`config.mk`:
```
export PLATFORM = sky130hd
export DESIGN_NAME = spi3w_target
export DESIGN_NICKNAME = d
export VERILOG_FILES = /design/src/rtl/spi3w_pkg.sv /design/src/rtl/spi3w_sync.sv /design/src/rtl/spi3w_target.sv
export SDC_FILE = /design/constraint.sdc
export NUM_CORES = 1
export LEC_CHECK = 0
export CORE_MARGIN = 2
export CORE_UTILIZATION = 50
export CTS_CLUSTER_SIZE = 20
export DETAILED_ROUTE_END_ITERATION = 10
export MAX_ROUTING_LAYER = met4
export PLACE_DENSITY = 0.78
export REMOVE_ABC_BUFFERS = 1
export SLEW_MARGIN = 20
export SYNTH_ARGS = -nofsm -noshare
export SYNTH_HDL_FRONTEND = slang
export SYNTH_SLANG_ARGS = --single-unit
```
`constraint.sdc`:
```
create_clock -name clk -period 4 [get_ports clk]
set_input_delay 0.6 -clock clk [delete_from_list [all_inputs] [get_ports clk]]
set_output_delay 0.6 -clock clk [all_outputs]
set_load 0.01 [all_outputs]
```
`src/rtl/spi3w_pkg.sv`:
```
// Shared types and frame constants for the 3-wire SPI target.
package spi3w_pkg;

    typedef enum logic [2:0] {
        IDLE,
        CMD,
        WDATA,
        RDATA,
        END
    } state_t;

    localparam int FRAME_BITS = 16;
    localparam int CMD_BITS   = 8;
    localparam logic RW_READ  = 1'b1;

endpackage

```
`src/rtl/spi3w_sync.sv`:
```
// Multi-flop synchronizer with rise/fall detection on the synced value.
module spi3w_sync #(
    parameter int STAGES = 2
) (
    input  logic clk,
    input  logic reset,
    input  logic d,
    output logic q,
    output logic rise,
    output logic fall
);

    logic [STAGES-1:0] chain;
    logic              prev;

    always_ff @(posedge clk) begin
        if (reset) begin
            chain <= '0;
            prev  <= 1'b0;
        end else begin
            chain <= {chain[STAGES-2:0], d};
            prev  <= chain[STAGES-1];
        end
    end

    assign q    = chain[STAGES-1];
    assign rise = q & ~prev;
    assign fall = ~q & prev;

endmodule

```
`src/rtl/spi3w_target.sv`:
```
// 3-wire SPI register target: 1 R/W + 7 addr + 8 data, mode 0, shared SDIO.
module spi3w_target
    import spi3w_pkg::*;
#(
    parameter int NREGS       = 16,
    parameter int ADDR_W      = 7,
    parameter int SYNC_STAGES = 2
) (
    input  logic                     clk,
    input  logic                     reset,
    input  logic                     sclk_in,
    input  logic                     csn_in,
    input  logic                     sdio_i,
    output logic                     sdio_o,
    output logic                     sdio_t,
    input  logic                     host_we,
    input  logic [$clog2(NREGS)-1:0] host_addr,
    input  logic [7:0]               host_wdata,
    output logic [7:0]               host_rdata,
    output logic                     spi_wr_stb,
    output logic [ADDR_W-1:0]        spi_wr_addr,
    output logic [7:0]               spi_wr_data,
    output logic                     frame_done,
    output logic                     frame_err
);

    localparam int AW = $clog2(NREGS);

    logic sclk_q, sclk_rise, sclk_fall;
    logic csn_q, csn_rise, csn_fall;
    logic sdio_q, sdio_rise, sdio_fall;
    logic unused_edges;

    spi3w_sync #(.STAGES(SYNC_STAGES)) u_sclk (
        .clk(clk), .reset(reset), .d(sclk_in),
        .q(sclk_q), .rise(sclk_rise), .fall(sclk_fall)
    );
    spi3w_sync #(.STAGES(SYNC_STAGES)) u_csn (
        .clk(clk), .reset(reset), .d(csn_in),
        .q(csn_q), .rise(csn_rise), .fall(csn_fall)
    );
    spi3w_sync #(.STAGES(SYNC_STAGES)) u_sdio (
        .clk(clk), .reset(reset), .d(sdio_i),
        .q(sdio_q), .rise(sdio_rise), .fall(sdio_fall)
    );

    assign unused_edges = ^{sclk_q, sdio_rise, sdio_fall};

    logic [7:0]        regs [NREGS];
    state_t            state, state_n;
    logic              armed, armed_n;
    logic [4:0]        bitcnt, bitcnt_n;
    logic [6:0]        shift_rx, shift_rx_n;
    logic [ADDR_W-1:0] addr, addr_n;
    logic [7:0]        shift_tx, shift_tx_n;
    logic              sdio_o_n, sdio_t_n;
    logic              stb_n, done_n, err_n;
    logic [ADDR_W-1:0] wr_addr_n;
    logic [7:0]        wr_data_n;
    logic              reg_we;
    logic [7:0]        rx_byte;
    logic              in_range, cmd_in_range;

    assign rx_byte      = {shift_rx, sdio_q};
    assign in_range     = 32'(addr) < NREGS;
    assign cmd_in_range = 32'(rx_byte[ADDR_W-1:0]) < NREGS;
    assign host_rdata   = regs[host_addr];

    always_comb begin
        state_n    = state;
        armed_n    = armed | csn_q;
        bitcnt_n   = bitcnt;
        shift_rx_n = shift_rx;
        addr_n     = addr;
        shift_tx_n = shift_tx;
        sdio_o_n   = sdio_o;
        sdio_t_n   = sdio_t;
        stb_n      = 1'b0;
        done_n     = 1'b0;
        err_n      = 1'b0;
        wr_addr_n  = spi_wr_addr;
        wr_data_n  = spi_wr_data;
        reg_we     = 1'b0;
        unique case (state)
            IDLE: begin
                if (csn_fall && armed) begin
                    state_n  = CMD;
                    bitcnt_n = '0;
                end
            end
            CMD: begin
                if (csn_rise) begin
                    state_n  = IDLE;
                    err_n    = 1'b1;
                    sdio_t_n = 1'b1;
                end else if (sclk_rise) begin
                    shift_rx_n = rx_byte[6:0];
                    bitcnt_n   = bitcnt + 5'd1;
                    if (bitcnt == 5'(CMD_BITS - 1)) begin
                        addr_n = rx_byte[ADDR_W-1:0];
                        if (rx_byte[CMD_BITS-1] == RW_READ) begin
                            state_n    = RDATA;
                            // snapshot now so later host writes can't tear the byte
                            shift_tx_n = cmd_in_range ? regs[rx_byte[AW-1:0]] : 8'h00;
                        end else begin
                            state_n = WDATA;
                        end
                    end
                end
            end
            WDATA: begin
                if (csn_rise) begin
                    state_n  = IDLE;
                    err_n    = 1'b1;
                    sdio_t_n = 1'b1;
                end else if (sclk_rise) begin
                    shift_rx_n = rx_byte[6:0];
                    bitcnt_n   = bitcnt + 5'd1;
                    if (bitcnt == 5'(FRAME_BITS - 1)) begin
                        state_n = END;
                        if (in_range) begin
                            reg_we    = 1'b1;
                            stb_n     = 1'b1;
                            done_n    = 1'b1;
                            wr_addr_n = addr;
                            wr_data_n = rx_byte;
                        end else begin
                            err_n = 1'b1;
                        end
                    end
                end
            end
            RDATA: begin
                if (csn_rise) begin
                    state_n  = IDLE;
                    err_n    = 1'b1;
                    sdio_t_n = 1'b1;
                end else if (sclk_fall) begin
                    sdio_t_n   = 1'b0;
                    sdio_o_n   = shift_tx[7];
                    shift_tx_n = {shift_tx[6:0], 1'b0};
                end else if (sclk_rise) begin
                    bitcnt_n = bitcnt + 5'd1;
                    if (bitcnt == 5'(FRAME_BITS - 1)) begin
                        state_n  = END;
                        sdio_t_n = 1'b1;
                        done_n   = in_range;
                        err_n    = ~in_range;
                    end
                end
            end
            END: begin
                sdio_t_n = 1'b1;
                if (csn_q) state_n = IDLE;
            end
            default: state_n = IDLE;
        endcase
        if (csn_q) sdio_t_n = 1'b1;
    end

    always_ff @(posedge clk) begin
        if (reset) begin
            state       <= IDLE;
            armed       <= 1'b0;
            bitcnt      <= '0;
            shift_rx    <= '0;
            addr        <= '0;
            shift_tx    <= '0;
            sdio_o      <= 1'b0;
            sdio_t      <= 1'b1;
            spi_wr_stb  <= 1'b0;
            spi_wr_addr <= '0;
            spi_wr_data <= '0;
            frame_done  <= 1'b0;
            frame_err   <= 1'b0;
        end else begin
            state       <= state_n;
            armed       <= armed_n;
            bitcnt      <= bitcnt_n;
            shift_rx    <= shift_rx_n;
            addr        <= addr_n;
            shift_tx    <= shift_tx_n;
            sdio_o      <= sdio_o_n;
            sdio_t      <= sdio_t_n;
            spi_wr_stb  <= stb_n;
            spi_wr_addr <= wr_addr_n;
            spi_wr_data <= wr_data_n;
            frame_done  <= done_n;
            frame_err   <= err_n;
        end
    end

    // SPI write is applied after the host write so it wins on a same-address clash
    always_ff @(posedge clk) begin
        if (reset) begin
            for (int i = 0; i < NREGS; i++) regs[i] <= 8'h00;
        end else begin
            if (host_we) regs[host_addr] <= host_wdata;
            if (reg_we) regs[addr[AW-1:0]] <= rx_byte;
        end
    end

endmodule

```
# Word-level counts from Yosys, hierarchy flattened
# Memories as Yosys holds them, arrays and structs flattened.
# Index checks and enable logic that the tools add are counted.
[op_classes] add_sub_neg=1 n_lt_le_gt_ge=2 n_eq_ne=22 muxes=66 n_bitwise=11 n_reduce_logical=17
[op_table] op="2-to-1 mux 8 bit" n=9
[op_table] op="2-to-1 mux 1 bit" n=34
[op_table] op="2-to-1 mux 3 bit" n=10
[op_table] op="2-to-1 mux 5 bit" n=5
[op_table] op="inequality test 2 bit (second input constant)" n=9
[op_table] op="case mux 8 bit (2 select lines)" n=1
[op_table] op="OR reduction 8 bit" n=2
[op_table] op="case mux 3 bit (5 select lines)" n=1
[op_table] op="case mux 5 bit (3 select lines)" n=1
[op_table] op="AND reduction 5 bit" n=3
[op_table] op="less-than comparator 7 x 5 -> 1 bit (second input constant)" n=2
[op_table] op="inequality test 3 bit (second input constant)" n=3
[op_table] op="2-to-1 mux 4 bit" n=2
[op_table] op="inequality test 4 bit (second input constant)" n=2
[op_table] op="AND reduction 4 bit" n=2
[op_table] op="AND reduction 7 bit" n=1
[op_table] op="== test 3 x 2 -> 1 bit (second input constant)" n=2
[op_table] op="NOT 1 bit" n=6
[op_table] op="case mux 1 bit (3 select lines)" n=2
[op_table] op="AND reduction 3 bit" n=2
[op_table] op="nonzero test 3 bit" n=2
[op_table] op="adder 5 x 1 -> 5 bit (second input constant)" n=1
[op_table] op="== test 5 x 3 -> 1 bit (second input constant)" n=1
[op_table] op="== test 5 x 4 -> 1 bit (second input constant)" n=1
[op_table] op="10 further kinds" n=15
[word_totals] ff_bits=59 ram_bits=128 mem_count=1
[memory_table] memory="regs" words=16 word_bits=8 read_ports=2 rd_clocked_by_memory_dff=0 wr=16 line="spi3w_target.sv:49" text="logic [7:0] regs [NREGS];"

# Depth between registers and ports, before layout
[logic_depth] word_depth=11 mapped_depth=9

# By module
# A second synthesis with hierarchy kept.
[unflattened] hier_cells=1083 hier_area_um2=10826.6
[modules_own_cells] mod="spi3w_target" instances=1 cells_per_inst=1059 area_each_um2=10552.6
[modules_own_cells] mod="spi3w_sync" instances=3 cells_per_inst=8 area_each_um2=91.3

# Worst setup path before layout
# OpenSTA, ideal clock, no wires.
[synth_timing] kind="input port to output port" start="in host_addr[0]" end="out host_rdata[7]" arrival_ps=2038 required_time_ps=3400 slack_ps=1362 cell_stages=4 path_buffers=2 cell_sequence="buf_6 buf_2 mux4_2 mux4_2"
[synth_between] elab_chain_len=1
[synth_rtl] item="start: declaration" line="spi3w_target.sv:17" text="input logic [$clog2(NREGS)-1:0] host_addr,"
[synth_rtl] item="memory (16 x 8 bit)"
[synth_rtl] item="end: declaration" line="spi3w_target.sv:19" text="output logic [7:0] host_rdata,"
# Every way passes these cells.

# Worst setup path after layout
[layout_timing] start="in host_addr[0]" end="out host_rdata[1]"
# Same word-level chain as after synthesis.

==> flow_summary.json <==
{
  "p_sw_frac": 0.246,
  "coreArea_um2": 21000,
  "synthDominantCellAreaShare": 0.361,
  "crit_chain": "buf_2 > buf_4 > mux4_2 > mux4_2 > clkdlybuf4s50_1",
  "crit_buf_inv": 3,
  "setup.worst_path.end": "host_rdata[1]",
  "ctsHoldBuffers": 0,
  "n_antenna_cell": 0,
  "syn_inst": 981,
  "max_freq_mhz": 280,
  "crit_path_start_kind": "input port",
  "die_w_um": 150,
  "slew_headroom": 0.266,
  "combPwrFrac": 0.081,
  "ctsResizeCount": 0,
  "p_seq_frac": 0.513,
  "rsz0062_at_grt": "false",
  "rr_worst_depth": 5,
  "synth_area_leaders": "edfxtp_1 36%, mux4_2 14%, dfxtp_1 11%",
  "vias": 8333,
  "status": "complete, no violations",
  "synth-seq-area-share": 0.472,
  "p_leak_uw": 0.00402,
  "start_util": 0.508,
  "drv_slew": 0,
  "worst_ep_arrival_time_ns": 2.97,
  "ys_warn_count": 0,
  "grt_pass1_wl_um": 48700,
  "worst_path_max_delay_cell": "mux4_2",
  "yosys.area_share.adder": 0.00470,
  "cp.required_ns": 3.40,
  "cts_setup_buffers": 0,
  "yosysTopAreaCell": "edfxtp_1",
  "cts_buffers": 17,
  "dpl.hpwl_um": 22500,
  "yosysMostFrequentCell": "nand2_1",
  "drc": 0,
  "hp-class": "reg2reg",
  "synthMuxAreaShare": 0.222,
  "net-switching-power_uw": 1070,
  "fin_crit_sh": 0.893,
  "antenna_found_initial": 0,
  "synth_edf_count": 128,
  "htreeDepth": 4,
  "r2r_start": "shift_rx[0]$_SDFFE_PP0P_",
  "max_stage_delay_ns": 0.52,
  "worstSetupPathType": "in2out",
  "async_flop_share": 0,
  "clk_pin_slew_ns": 0.07,
  "setup_violations": 0,
  "setup_ws_ns": 0.428,
  "p_per_area_nw_per_um2": 368,
  "ctsLongestPathBuffers": 2,
  "root_buffer": "clkbuf_16",
  "synth-seq-cells": 187,
  "synthToLayoutAreaGrowth_pct": 10.6,
  "grt_max_degree": 37,
  "grt_overflow": 0,
  "r2r_end": "shift_tx[0]$_SDFFE_PP0P_",
  "drt-initial-drc-count": 1303,
  "ir_worst_vdd_uv": 318,
  "synth_compound_area_frac": 0.0723,
  "synth-simple-area-share": 0.174,
  "crit_cells": 5,
  "worst-path-max-fanout": 21,
  "synth_area_um2": 10600,
  "grtUsageTotal": 0.309,
  "hold_viol": 0,
  "worstSkewPairLatency_ns": 0.45,
  "crit_path_end_kind": "output port",
  "cts_sinks": 187,
  "wl_um": 32500,
  "intPower_uw": 3260,
  "drv_cap": 0,
  "fillers": 1741,
  "cp_common_cell": "mux4_2",
  "syn_avg_cell_area_um2": 10.8,
  "clock_power_share": 0.406,
  "tightest_slew_ns": 1.07,
  "fin_crit_ns": 3.57,
  "synthDistinctLibCells": 57,
  "fin_skew_ns": 0.00905,
  "synth_top_family_by_area": "multiplexers",
  "drive_gt1_frac": 0.150,
  "synth_flop_cell": "edfxtp_1",
  "r2r_setup_slack_ns": 0.68,
  "startpoint": "host_addr[0]",
  "fp.dieH_um": 150,
  "wl_per_cell_um": 25.5,
  "dr.pass1.iters": 8,
  "place_ws_ns": 0.420,
  "place.gp.congestion": 1.03,
  "synth_common_cells": "190 x nand2_1, 128 x edfxtp_1, 87 x mux2i_1, 70 x nor2_1, 69 x o21ai_0",
  "die-area_um2": 22500,
  "grt_pass1_vias": 7872,
  "io_pins": 46,
  "num_rows": 53,
  "cts_tree": "built",
  "antenna_left": 0,
  "io_buffers": 45,
  "nNetsFinal": 1005,
  "cp_top_family": "buffers and inverters",
  "synth_xor_area_frac": 0.00329,
  "setup_tns_ns": 0,
  "viasPerCell": 6.56
}
[cells by family (layout without fill, tap and decap cells)]
group,after synthesis,in the layout
simple gates,391,391
flops,187,187
mux,153,153
compound gates,136,136
buf+inv,106,121
fa+ha+maj,4,4
xor+xnor,4,4
[layout by cell type, fill, tap and decap left out, types with 3 or more instances in the layout]
cell             Yosys  routed
clkbuf_16            0      17
mux4_2              66      66
clkinvlp_4           0       3
o21ai_1              6       6
inv_6                0       4
nor2b_1             16      16
buf_4                1      30
a2111oi_0           11      11
nor3_1              13      13
nand4b_1             5       5
and3_1               8       8
inv_1               11      11
nand2_1            190     190
nand4_1              8       8
o21ai_0             69      69
nor3_4               3       3
nand3_1             42      42
or3_1                7       7
edfxtp_1           128     128
mux2i_1             87      87
ha_1                 4       4
clkdlybuf4s50_1      0      43
a211oi_1             6       6
nor2_1              70      70
clkinv_1             2       3
dfxtp_1             59      58
a21oi_1             35      35
xor2_1               4       4
nand2b_1             7       7
[final cells by class]
cell class	instances	area, um2	area share
multi-input cells	688	5070	0.431
flip-flops and latches	187	5030	0.427
repair buffers	76	686	0.0583
clock buffers	18	439	0.0373
well taps	275	344	0.0292
clock inverters	14	158	0.0134
inverters	13	48.8	0.00415
[power groups by stage]
stage | clock [uW] | sequential (uW) | combinational, uW
after floorplan | 0 | 2210 | 183
after global placement | 0 | 2260 | 335
after detailed placement | 0 | 2250 | 341
after CTS | 1740 | 2210 | 344
after global routing | 1810 | 2220 | 365
final | 1760 | 2220 | 350
[state kept, by name (all words and copies together) (netlist names), 2 cells and up]
| register | cells |
|---|---|
| spi_wr_data | 8 |
| u_sclk.chain | 2 |
| u_sdio.chain | 2 |
| u_csn.chain | 2 |
| bitcnt | 5 |
| addr | 7 |
| shift_rx | 7 |
| regs | 128 |
| shift_tx | 8 |
| spi_wr_addr | 7 |
| state | 3 |
[stage by stage]
step | area [um2] | hold slack, ns | power (uW) | std cells | utilization
floorplan | 10100 | 0.414 | 2390 | 888 | -
global placement | 11200 | 0.418 | 2590 | 1239 | 0.533
detailed placement | 11200 | 0.431 | 2600 | 1239 | 0.533
CTS | 11800 | 0.450 | 4290 | 1271 | 0.562
global route | 11800 | 0.476 | 4400 | 1271 | 0.562
finish | 11800 | 0.444 | 4330 | 1271 | 0.562
[routing by layer]
metal / vias up / GRT usage / share of wire
met5: - / - / 0
met4: 0 / 0.174 / 0.068
met3: 142 / 0.0689 / 0.12
met2: 617 / 0.467 / 0.46
met1: 3971 / 0.384 / 0.36
li1: 3603 / - / -
[worst min-delay path by stage]
stage | cells after the start | slack, ns | end | startpoint
finish | 1 | 0.44 | u_csn.chain[1]$_SDFF_PP0_ | u_csn.chain[0]$_SDFF_PP0_
global route | 1 | 0.48 | u_sdio.chain[1]$_SDFF_PP0_ | u_sdio.chain[0]$_SDFF_PP0_
CTS | 1 | 0.45 | u_csn.chain[1]$_SDFF_PP0_ | u_csn.chain[0]$_SDFF_PP0_
detailed placement | 1 | 0.43 | u_csn.chain[1]$_SDFF_PP0_ | u_csn.chain[0]$_SDFF_PP0_
global placement | 1 | 0.42 | u_csn.chain[1]$_SDFF_PP0_ | u_csn.chain[0]$_SDFF_PP0_
floorplan | 1 | 0.41 | u_csn.chain[1]$_SDFF_PP0_ | u_csn.chain[0]$_SDFF_PP0_
[worst reg2reg max path: stages, from the launching register on]
cell	delay (ns)
dfxtp_1	0.96
clkinv_1	1.01
mux4_2	0.83
nand2_1	0.15
o2111ai_1	0.14
a21oi_1	0.15
Power figures use the tool's default switching activity.
